**src/rtl/mem_stage_pipe.sv**
```systemverilog
// EX/MEM pipeline stage for the RV32 core.
// Registers the EX result and runs the data-memory access: sized loads and
// stores over a req/ack bus, lane steering, and load sign/zero extension.
// A two-state FSM stalls upstream while a bus access is outstanding.

module mem_stage_pipe #(
  parameter int XLEN    = 32,
  parameter int REG_W   = 5,
  parameter int SKIP_X0 = 1
) (
  input  logic             clk,
  input  logic             rst_n,
  input  logic             EX_valid,
  input  logic             EX_wr_en,
  input  logic             EX_mem_en,
  input  logic             EX_mem_wr,
  input  logic [2:0]       EX_funct3,
  input  logic [REG_W-1:0] EX_rd_sel,
  input  logic [XLEN-1:0]  EX_alu_val,
  input  logic [XLEN-1:0]  EX_rs2_val,
  input  logic             flush,
  output logic             stall_req,
  output logic             MEM_valid,
  output logic             MEM_wr_en,
  output logic [REG_W-1:0] MEM_rd_sel,
  output logic [XLEN-1:0]  MEM_result,
  output logic             MEM_misalign,
  output logic             MEM_fwd_en,
  output logic             dmem_req,
  output logic             dmem_we,
  output logic [XLEN-1:0]  dmem_addr,
  output logic [3:0]       dmem_be,
  output logic [XLEN-1:0]  dmem_wdata,
  input  logic             dmem_ack,
  input  logic [XLEN-1:0]  dmem_rdata
);

  typedef enum logic {IDLE, BUSY} state_t;

  state_t state;

  // Details of the access in flight, kept for result formation on ack.
  logic [2:0]      pend_funct3;
  logic [XLEN-1:0] pend_addr;
  logic            pend_store;
  logic            pend_wr_en;
  logic            pend_flushed;

  logic            ex_byte;
  logic            ex_half;
  logic            ex_misalign;
  logic            ex_rd_zero;
  logic            ex_capture;
  logic            ex_access;
  logic [3:0]      ex_be;
  logic [XLEN-1:0] ex_wdata;

  logic [7:0]      byte_lane;
  logic [15:0]     half_lane;
  logic [XLEN-1:0] load_ext;

  assign stall_req  = (state == BUSY);
  assign MEM_fwd_en = MEM_valid && MEM_wr_en && (MEM_rd_sel != '0);

  // Decode access size from funct3; unlisted encodings fall through to word.
  always_comb begin
    ex_byte     = (EX_funct3 == 3'b000) || (EX_funct3 == 3'b100);
    ex_half     = (EX_funct3 == 3'b001) || (EX_funct3 == 3'b101);
    ex_misalign = 1'b0;
    ex_be       = 4'b1111;
    ex_wdata    = EX_rs2_val;
    if (ex_byte) begin
      ex_be    = 4'b0001 << EX_alu_val[1:0];
      ex_wdata = {4{EX_rs2_val[7:0]}};
    end else if (ex_half) begin
      ex_misalign = EX_alu_val[0];
      ex_be       = 4'b0011 << EX_alu_val[1:0];
      ex_wdata    = {2{EX_rs2_val[15:0]}};
    end else begin
      ex_misalign = |EX_alu_val[1:0];
    end
    ex_rd_zero = (SKIP_X0 != 0) && (EX_rd_sel == '0);
    ex_capture = EX_valid && !flush;
    ex_access  = ex_capture && EX_mem_en && !ex_misalign;
  end

  // Pick the addressed lane out of the returned word and extend it.
  always_comb begin
    byte_lane = dmem_rdata[{pend_addr[1:0], 3'b000} +: 8];
    half_lane = dmem_rdata[{pend_addr[1], 4'b0000} +: 16];
    load_ext  = dmem_rdata;
    case (pend_funct3)
      3'b000:  load_ext = {{(XLEN-8){byte_lane[7]}}, byte_lane};
      3'b100:  load_ext = {{(XLEN-8){1'b0}}, byte_lane};
      3'b001:  load_ext = {{(XLEN-16){half_lane[15]}}, half_lane};
      3'b101:  load_ext = {{(XLEN-16){1'b0}}, half_lane};
      default: load_ext = dmem_rdata;
    endcase
  end

  // Stage registers and bus FSM: capture every edge in IDLE, wait for ack in BUSY.
  always_ff @(posedge clk) begin
    if (!rst_n) begin
      state        <= IDLE;
      MEM_valid    <= 1'b0;
      MEM_wr_en    <= 1'b0;
      MEM_rd_sel   <= '0;
      MEM_result   <= '0;
      MEM_misalign <= 1'b0;
      dmem_req     <= 1'b0;
      dmem_we      <= 1'b0;
      dmem_addr    <= '0;
      dmem_be      <= '0;
      dmem_wdata   <= '0;
      pend_funct3  <= '0;
      pend_addr    <= '0;
      pend_store   <= 1'b0;
      pend_wr_en   <= 1'b0;
      pend_flushed <= 1'b0;
    end else begin
      case (state)
        IDLE: begin
          MEM_rd_sel   <= EX_rd_sel;
          MEM_result   <= EX_alu_val;
          MEM_misalign <= ex_capture && EX_mem_en && ex_misalign;
          pend_funct3  <= EX_funct3;
          pend_addr    <= EX_alu_val;
          pend_store   <= EX_mem_wr;
          pend_wr_en   <= EX_wr_en && !EX_mem_wr && !ex_rd_zero;
          pend_flushed <= 1'b0;
          if (ex_access) begin
            state      <= BUSY;
            MEM_valid  <= 1'b0;
            MEM_wr_en  <= 1'b0;
            dmem_req   <= 1'b1;
            dmem_we    <= EX_mem_wr;
            dmem_addr  <= {EX_alu_val[XLEN-1:2], 2'b00};
            dmem_be    <= ex_be;
            dmem_wdata <= ex_wdata;
          end else begin
            MEM_valid <= ex_capture;
            MEM_wr_en <= ex_capture && EX_wr_en && !EX_mem_en && !ex_rd_zero;
          end
        end
        BUSY: begin
          if (dmem_ack) begin
            state      <= IDLE;
            dmem_req   <= 1'b0;
            MEM_valid  <= !(pend_flushed || flush);
            MEM_wr_en  <= pend_wr_en && !(pend_flushed || flush);
            MEM_result <= pend_store ? pend_addr : load_ext;
          end else begin
            pend_flushed <= pend_flushed || flush;
          end
        end
      endcase
    end
  end

endmodule
```
**config.mk**
```make
export PLATFORM = sky130hd
export DESIGN_NAME = mem_stage_pipe
export DESIGN_NICKNAME = d
export VERILOG_FILES = /design/src/rtl/mem_stage_pipe.sv
export SDC_FILE = /design/constraint.sdc
export NUM_CORES = 1
export LEC_CHECK = 0
export ABC_CLOCK_PERIOD_IN_PS = 2400
export BUFFER_PORTS_ARGS = -buffer_cell sky130_fd_sc_hd__buf_2
export CORE_ASPECT_RATIO = 0.6
export CORE_MARGIN = 8
export CORE_UTILIZATION = 50
export DETAILED_ROUTE_END_ITERATION = 8
export GPL_TIMING_DRIVEN = 0
export PLACE_DENSITY_LB_ADDON = 0.1
export SLEW_MARGIN = 20
export SYNTH_ARGS = -nofsm -noshare
export SYNTH_HDL_FRONTEND = slang
export SYNTH_SLANG_ARGS = --single-unit
export TNS_END_PERCENT = 5
```
**constraint.sdc**
```tcl
create_clock -name clk -period 2.4 [get_ports clk]
set_input_delay 0.72 -clock clk [delete_from_list [all_inputs] [get_ports clk]]
set_output_delay 0.72 -clock clk [all_outputs]
set_load 0.05 [all_outputs]
```
==> metrics.csv, run 1 <==
stage;metric;value;unit
floorplanning;floorplan.initialDensity;50.9;%
final_layout;fin_util;64.9;%
sta;fin_skew;0.0109;ns
floorplanning;ios;224;
global_route;grt_start_max_net_pins;17;
sta;whs;0.453;ns
clocking;cts_tree;done;
power_and_ir_drop;peakVddDrop;0.520;mV
place;dpl_cell_area;8230;um2
clocking;clock_path_buffers;2;
floorplanning;placementRows;33;
final_layout;area_delta_synth_final;27.6;%
detailed_routing;wl_met1;12300;um
critical_path;start_kind;register;
clocking;clock_latency;0.43;ns
logic_synthesis;syn_area;6910;um2
clocking;cts_buffers;17;
detailed_routing;wl_per_cell;20.0;um
power_and_ir_drop;p_leak;4.11;nW
global_route;grt_overflow;0;
critical_path;crit_path_max_fanout;3;
global_route;grt_use_total;27.5;%
detailed_routing;drt.antenna.violating_nets;0;
detailed_routing;drtIter0Drc;783;
sta;max_freq;429;MHz
worst_hold_path;hold_class;reg -> reg;
detailed_routing;top_layer;met5;
global_route;grt_pass1_vias;6718;
logic_synthesis;yosysUniqueCellTypes;57;
final_layout;final_cell_mix;buf_2 (247), dfxtp_1 (147), nand2_1 (140);
global_route;antenna_found_initial;2;
logic_synthesis;seq_area_frac_synth;42.6;%
logic_synthesis;yosys_warnings;0;
logic_synthesis;ys_top_cells_by_area;dfxtp_1 (43%), a21oi_1 (8.5%), nand2_1 (7.6%);
clocking;cts_resized;0;
clocking;htreeDepth;4;
critical_path;cp_data_required_time;1.68;ns
final_layout;fin_cells;1284;
detailed_routing;drc;0;
floorplanning;dieHeight;107;um
place;hpwlAfterDp;19800;um
clocking;cts.reportedPaths.clkPinSlew;0.06;ns
sta;period_minus_slack;2.33;ns
logic_synthesis;synth_edf_count;0;
place;place.gp.congestion;1.02;
detailed_routing;vias;7281;
floorplanning;die-area;18000;um2
detailed_routing;first_pass_iters;7;
logic_synthesis;avgSynthCellArea;8.05;um2
global_route;grt_pass1_wl;38800;um
detailed_routing;dr_wl_met2;10100;um
logic_synthesis;synth_top_area_cell;dfxtp_1;
sta;rsz0062_at_grt;false;
sta;fin_tns_setup;0;ns
sta;maxSlewViolCount;0;
final_layout;final_layout_size_suffix_gt1_share;27.0;%
clocking;holdBufCountCts;0;
clocking;root_buffer;clkbuf_16;
logic_synthesis;postSynth.asyncResetShare;0;%
critical_path;critical_path_arrival;1.61;ns
clocking;post_cts_buffers;0;
final_layout;layout_commonest_cell;buf_2;
sta;finalSetupViolCount;0;
final_layout;antennaDiodeCount;0;
final_layout;final_nets;1213;
sta;period_share;97.1;%
sta;maxSlewHeadroom;44.8;%
logic_synthesis;synthFlopType;dfxtp_1;
detailed_routing;routed_wirelength;25700;um
outcome;status;finished, final reports clean;
detailed_routing;wl_met3;3020;um
clocking;clkSinkCount;147;
final_layout;finalInstanceArea;8820;um2
sta;finalHoldViolCount;0;
place;pre_cts_ws;-0.0626;ns
place;dp.cells;1253;
sta;final.setup.worst_slack;0.0705;ns
logic_synthesis;syn_inst;858;
run;drv_cap;0;
logic_synthesis;synth.top_cell.area_share;42.6;%
place;port_buffers;219;
power_and_ir_drop;finalPower;6.39;mW
detailed_routing;vias_per_cell;5.67;
logic_synthesis;ys_seq_elements;147;
floorplanning;core;13600;um2
floorplanning;fp.dieW;168;um
power_and_ir_drop;powerDensity;725;nW/um2
critical_path;end_kind;output pin;
critical_path;path_class;reg -> out;
sta;tightest_slew;0.827;ns
final cells by class:
type / instances / area, um2
Buffer: 70 / 352
Clock buffer: 18 / 439
Clock inverter: 13 / 149
Fill cell: 1228 / 4770
Inverter: 9 / 33.8
Multi-Input combinational cell: 633 / 3590
Sequential cell: 147 / 2940
Tap cell: 175 / 219
Timing Repair Buffer: 219 / 1100
routing by layer:
metal	vias to the layer above	GRT usage, %
li1	3458	-
met1	3428	40.3
met2	370	37.2
met3	21	10.9
met4	4	4.82
met5	-	0
final timing paths:
kind,slack (ns),end,startpoint,cells after the start
worst max-delay path,0.07,MEM_fwd_en,MEM_rd_sel[2],3
worst min-delay path,0.45,dmem_addr[25],dmem_addr[25],2
worst max register to register,0.42,MEM_result[23],stall_req,7
worst min register to register,0.45,dmem_addr[25],dmem_addr[25],2
state kept, by name, indices dropped and copies added (netlist names):
| name | flops |
|---|---|
| pend_store | 1 |
| dmem_req | 1 |
| MEM_valid | 1 |
| pend_flushed | 1 |
| dmem_we | 1 |
| MEM_misalign | 1 |
| MEM_wr_en | 1 |
| dmem_wdata | 32 |
| MEM_rd_sel | 5 |
| MEM_result | 32 |
| pend_addr | 32 |
| dmem_be | 4 |
| pend_funct3 | 3 |
| stall_req | 1 |
| dmem_addr | 30 |
| pend_wr_en | 1 |
critical path, stage by stage, from the launching register on:
cell     delay (ns)
dfxtp_1        0.32
or3_1          0.36
o311a_1        0.28
buf_2          0.21
power breakdown:
part	internal [mW]	switching, mW
combinational	0.338	0.747
clock	1.57	1.12
sequential	2.55	0.0635
cells by family (layout without fill, tap and decap cells):
group,after synthesis,count (layout),synth area share [%]
compound gates,258,258,23.4
fa+ha+maj,4,4,0.724
buf+inv,79,329,5.58
flops,147,147,42.6
mux,44,44,6.45
other cells,1,2,0.0543
simple gates,325,325,21.2
cells in the mapped netlist, types with 2 or more instances:
cell and count:
a21boi_0 12, o211ai_1 2, nand2b_1 6, dfxtp_1 147, o21ai_0 45, nor3b_1 4, o211a_1 16, buf_2 28
or3_1 4, inv_1 7, and2_1 17, a222oi_1 2, a31oi_1 5, ha_1 4, mux2i_1 43, a22oi_1 10
a22o_1 15, buf_6 2, clkbuf_1 29, o221ai_1 3, nor3_1 21, nand3_1 10, a2111oi_0 2, nand2_1 140
buf_4 10, a21o_1 9, a21oi_1 117, nor2b_1 34, a211oi_1 2, o22ai_1 5, nor2_1 81
(Power assumes the default switching activity.)
==> run 2: changes to the inputs <==
--- a/config.mk
+++ b/config.mk
@@ -13,6 +13,7 @@
 export DETAILED_ROUTE_END_ITERATION = 8
 export GPL_TIMING_DRIVEN = 0
 export PLACE_DENSITY_LB_ADDON = 0.1
+export RECOVER_POWER = 100
 export SLEW_MARGIN = 20
 export SYNTH_ARGS = -nofsm -noshare
 export SYNTH_HDL_FRONTEND = slang
==> metrics.csv, run 2 (synthesis results as in run 1) <==
stage;metric;value;unit;change
power_and_ir_drop;swShare;30.3;%;was 30.2%
critical_path;worst_path_max_delay_cell;or3_1;;unchanged
final_layout;fin_cells;1284;;unchanged
sta;finalHoldViolCount;0;;unchanged
global_route;antenna_found_initial;2;;unchanged
clocking;cts_tree;done;;unchanged
detailed_routing;drt.antenna.violating_nets;0;;unchanged
sta;rsz0062_at_grt;false;;unchanged
detailed_routing;first_pass_iters;5;;was 7
clocking;clock_path_buffers;2;;unchanged
final_layout;fillerInstances;1302;;was 1228
sta;maxSlewViolCount;0;;unchanged
clocking;htreeDepth;4;;unchanged
global_route;grt_pass1_vias;6718;;unchanged
worst_hold_path;hold_class;reg -> reg;;unchanged
detailed_routing;drtIter0Drc;667;;was 783
run;drv_cap;0;;unchanged
sta;fin_skew;0.0125;ns;was 0.0109 ns
critical_path;path_class;reg -> out;;unchanged
floorplanning;dieHeight;107;um;unchanged
worst_hold_path;min_to;dmem_addr[25];;unchanged
power_and_ir_drop;p_sw;1.93;mW;about the same
final_layout;multi_input_area;3580;um2;was 3590 um2
clocking;root_buffer;clkbuf_16;;unchanged
clocking;post_cts_buffers;0;;unchanged
power_and_ir_drop;combPwrFrac;16.6;%;was 17.0%
detailed_routing;vias_per_cell;5.69;;was 5.67
final_layout;antennaDiodeCount;0;;unchanged
global_route;grt_overflow;0;;unchanged
sta;max_freq;429;MHz;about the same
final_layout;final_layout_size_suffix_gt1_share;16.2;%;was 27.0%
place;hpwlAfterDp;19800;um;unchanged
clocking;clkSinkCount;147;;unchanged
worst_hold_path;worstHoldPathCells;2;;unchanged
critical_path;critical_path_arrival;1.61;ns;about the same
floorplanning;ios;224;;unchanged
detailed_routing;wl_per_cell;20.0;um;about the same
sta;whs;0.456;ns;was 0.453 ns
place;dp.cells;1253;;unchanged
power_and_ir_drop;powerDensity;736;nW/um2;was 725 nW/um2
power_and_ir_drop;p_clk_share;42.2;%;was 42.1%
critical_path;end_kind;output pin;;unchanged
clocking;cts_resized;0;;unchanged
critical_path;reg2reg_depth;5;;was 7
critical_path;worst-r2r-setup-slack;0.17;ns;was 0.42 ns
sta;tightest_slew;0.826;ns;was 0.827 ns
power_and_ir_drop;peakVddDrop;0.518;mV;was 0.520 mV
floorplanning;die-area;18000;um2;unchanged
power_and_ir_drop;p_int;4.44;mW;was 4.46 mW
power_and_ir_drop;p_leak;3.64;nW;was 4.11 nW
critical_path;crit_buf_inv;1;;unchanged
detailed_routing;drc;0;;unchanged
critical_path;rr_endpoint;MEM_result[6];;was MEM_result[23]
final_layout;area_delta_synth_final;25.2;%;was 27.6%
detailed_routing;vias;7304;;was 7281
critical_path;reg2reg_from;stall_req;;unchanged
global_route;grt_start_max_net_pins;17;;unchanged
global_route;grt_pass1_wl;38800;um;unchanged
critical_path;cp_data_required_time;1.68;ns;about the same
critical_path;start_kind;register;;unchanged
final_layout;regArea;2940;um2;unchanged
sta;maxSlewHeadroom;45.0;%;was 44.8%
global_route;grt_use_total;27.5;%;unchanged
sta;period_share;97.2;%;was 97.1%
final_layout;final_cell_mix;dfxtp_1 (147), clkbuf_1 (147), nand2_1 (140);;was buf_2 (247), dfxtp_1 (147), nand2_1 (140)
worst_hold_path;min_from;dmem_addr[25];;unchanged
clocking;holdBufCountCts;0;;unchanged
outcome;status;finished, final reports clean;;unchanged
place;place.gp.congestion;1.02;;unchanged
floorplanning;fp.dieW;168;um;unchanged
floorplanning;floorplan.initialDensity;50.9;%;unchanged
final_layout;final_nets;1213;;unchanged
clocking;cts.reportedPaths.clkPinSlew;0.06;ns;about the same
power_and_ir_drop;pwr-share-seq;41.1;%;was 40.9%
clocking;cts_buffers;17;;unchanged
final_layout;reg_top3;MEM_result: 32 flops, dmem_wdata: 32 flops, pend_addr: 32 flops;;unchanged
floorplanning;core;13600;um2;unchanged
critical_path;crit_family;simple AND/OR/NAND/NOR gates;;unchanged
sta;finalSetupViolCount;0;;unchanged
clocking;clock_latency;0.43;ns;about the same
detailed_routing;routed_wirelength;25700;um;about the same
critical_path;crit_path_max_fanout;3;;unchanged
sta;period_minus_slack;2.33;ns;about the same
critical_path;worstPathCellList;or3_1, o311a_1, buf_2;;unchanged
floorplanning;placementRows;33;;unchanged
critical_path;crit_path_max_incr_delay;0.37;ns;was 0.36 ns
place;port_buffers;219;;unchanged
==> run 2: changes by cell type in the layout (fill, tap and decap cells not counted), sizes merged <==
cell    change
buf       -125
clkbuf    +125
==> run 2: cell type report <==
type                    count  area share (%)
flip-flops and latches    147            34.0
well taps                 175            2.53
repair buffers            219            11.1
plain buffers              70            3.85
clock inverters            13            1.72
inverters                   9           0.390
multi-input cells         633            41.3
clock buffers              18            5.07
==> run 2: how the worst max path moves through the flow <==
stage                        from             to  slack [ns]  cells past startpoint
floorplan           MEM_rd_sel[2]     MEM_fwd_en        0.32                      2
finish              MEM_rd_sel[2]     MEM_fwd_en        0.07                      3
CTS                 MEM_rd_sel[2]     MEM_fwd_en        0.07                      3
global route        MEM_rd_sel[2]     MEM_fwd_en        0.01                      3
global placement    EX_alu_val[0]  dmem_addr[10]       -0.05                      8
detailed placement  EX_alu_val[0]  dmem_addr[12]       -0.06                      8
==> run 2: tightest hold or removal path, delay by kind of cell (launching register included) <==
kind	cells	cell delay [ns]
DFF	1	0.31
and+or+nand+nor	1	0.05
AOI/OAI and AO/OA	1	0.05
==> run 2: power groups by stage <==
stage	clock network [mW]	logic (mW)	registers [mW]
4_1_cts	2.70	1.07	2.61
6_report	2.69	1.06	2.62
3_5_place_dp	0	1.06	2.67
5_1_grt	2.82	1.13	2.63
3_3_place_gp	0	1.06	2.66
2_1_floorplan	0	0.442	2.92
==> run 2: through the flow <==
stage          worst slack (ns)  total power, mW  TNS (ns)  instance area (um2)  utilization [%]
2_1_floorplan             0.321             3.36         0                 6910                -
3_3_place_gp            -0.0512             3.72    -0.486                 8230             60.6
3_5_place_dp            -0.0626             3.73    -0.519                 8230             60.6
4_1_cts                  0.0664             6.38         0                 8820             64.9
5_1_grt                  0.0110             6.58         0                 8650             63.7
6_report                 0.0667             6.37         0                 8650             63.7
==> run 2: metal layers <==
layer	up-vias	global-route usage, %	wire (um)
li1	3462	-	-
met1	3418	40.3	12100
met2	395	37.2	10100
met3	25	10.9	3270
met4	4	4.82	264
met5	-	0	20
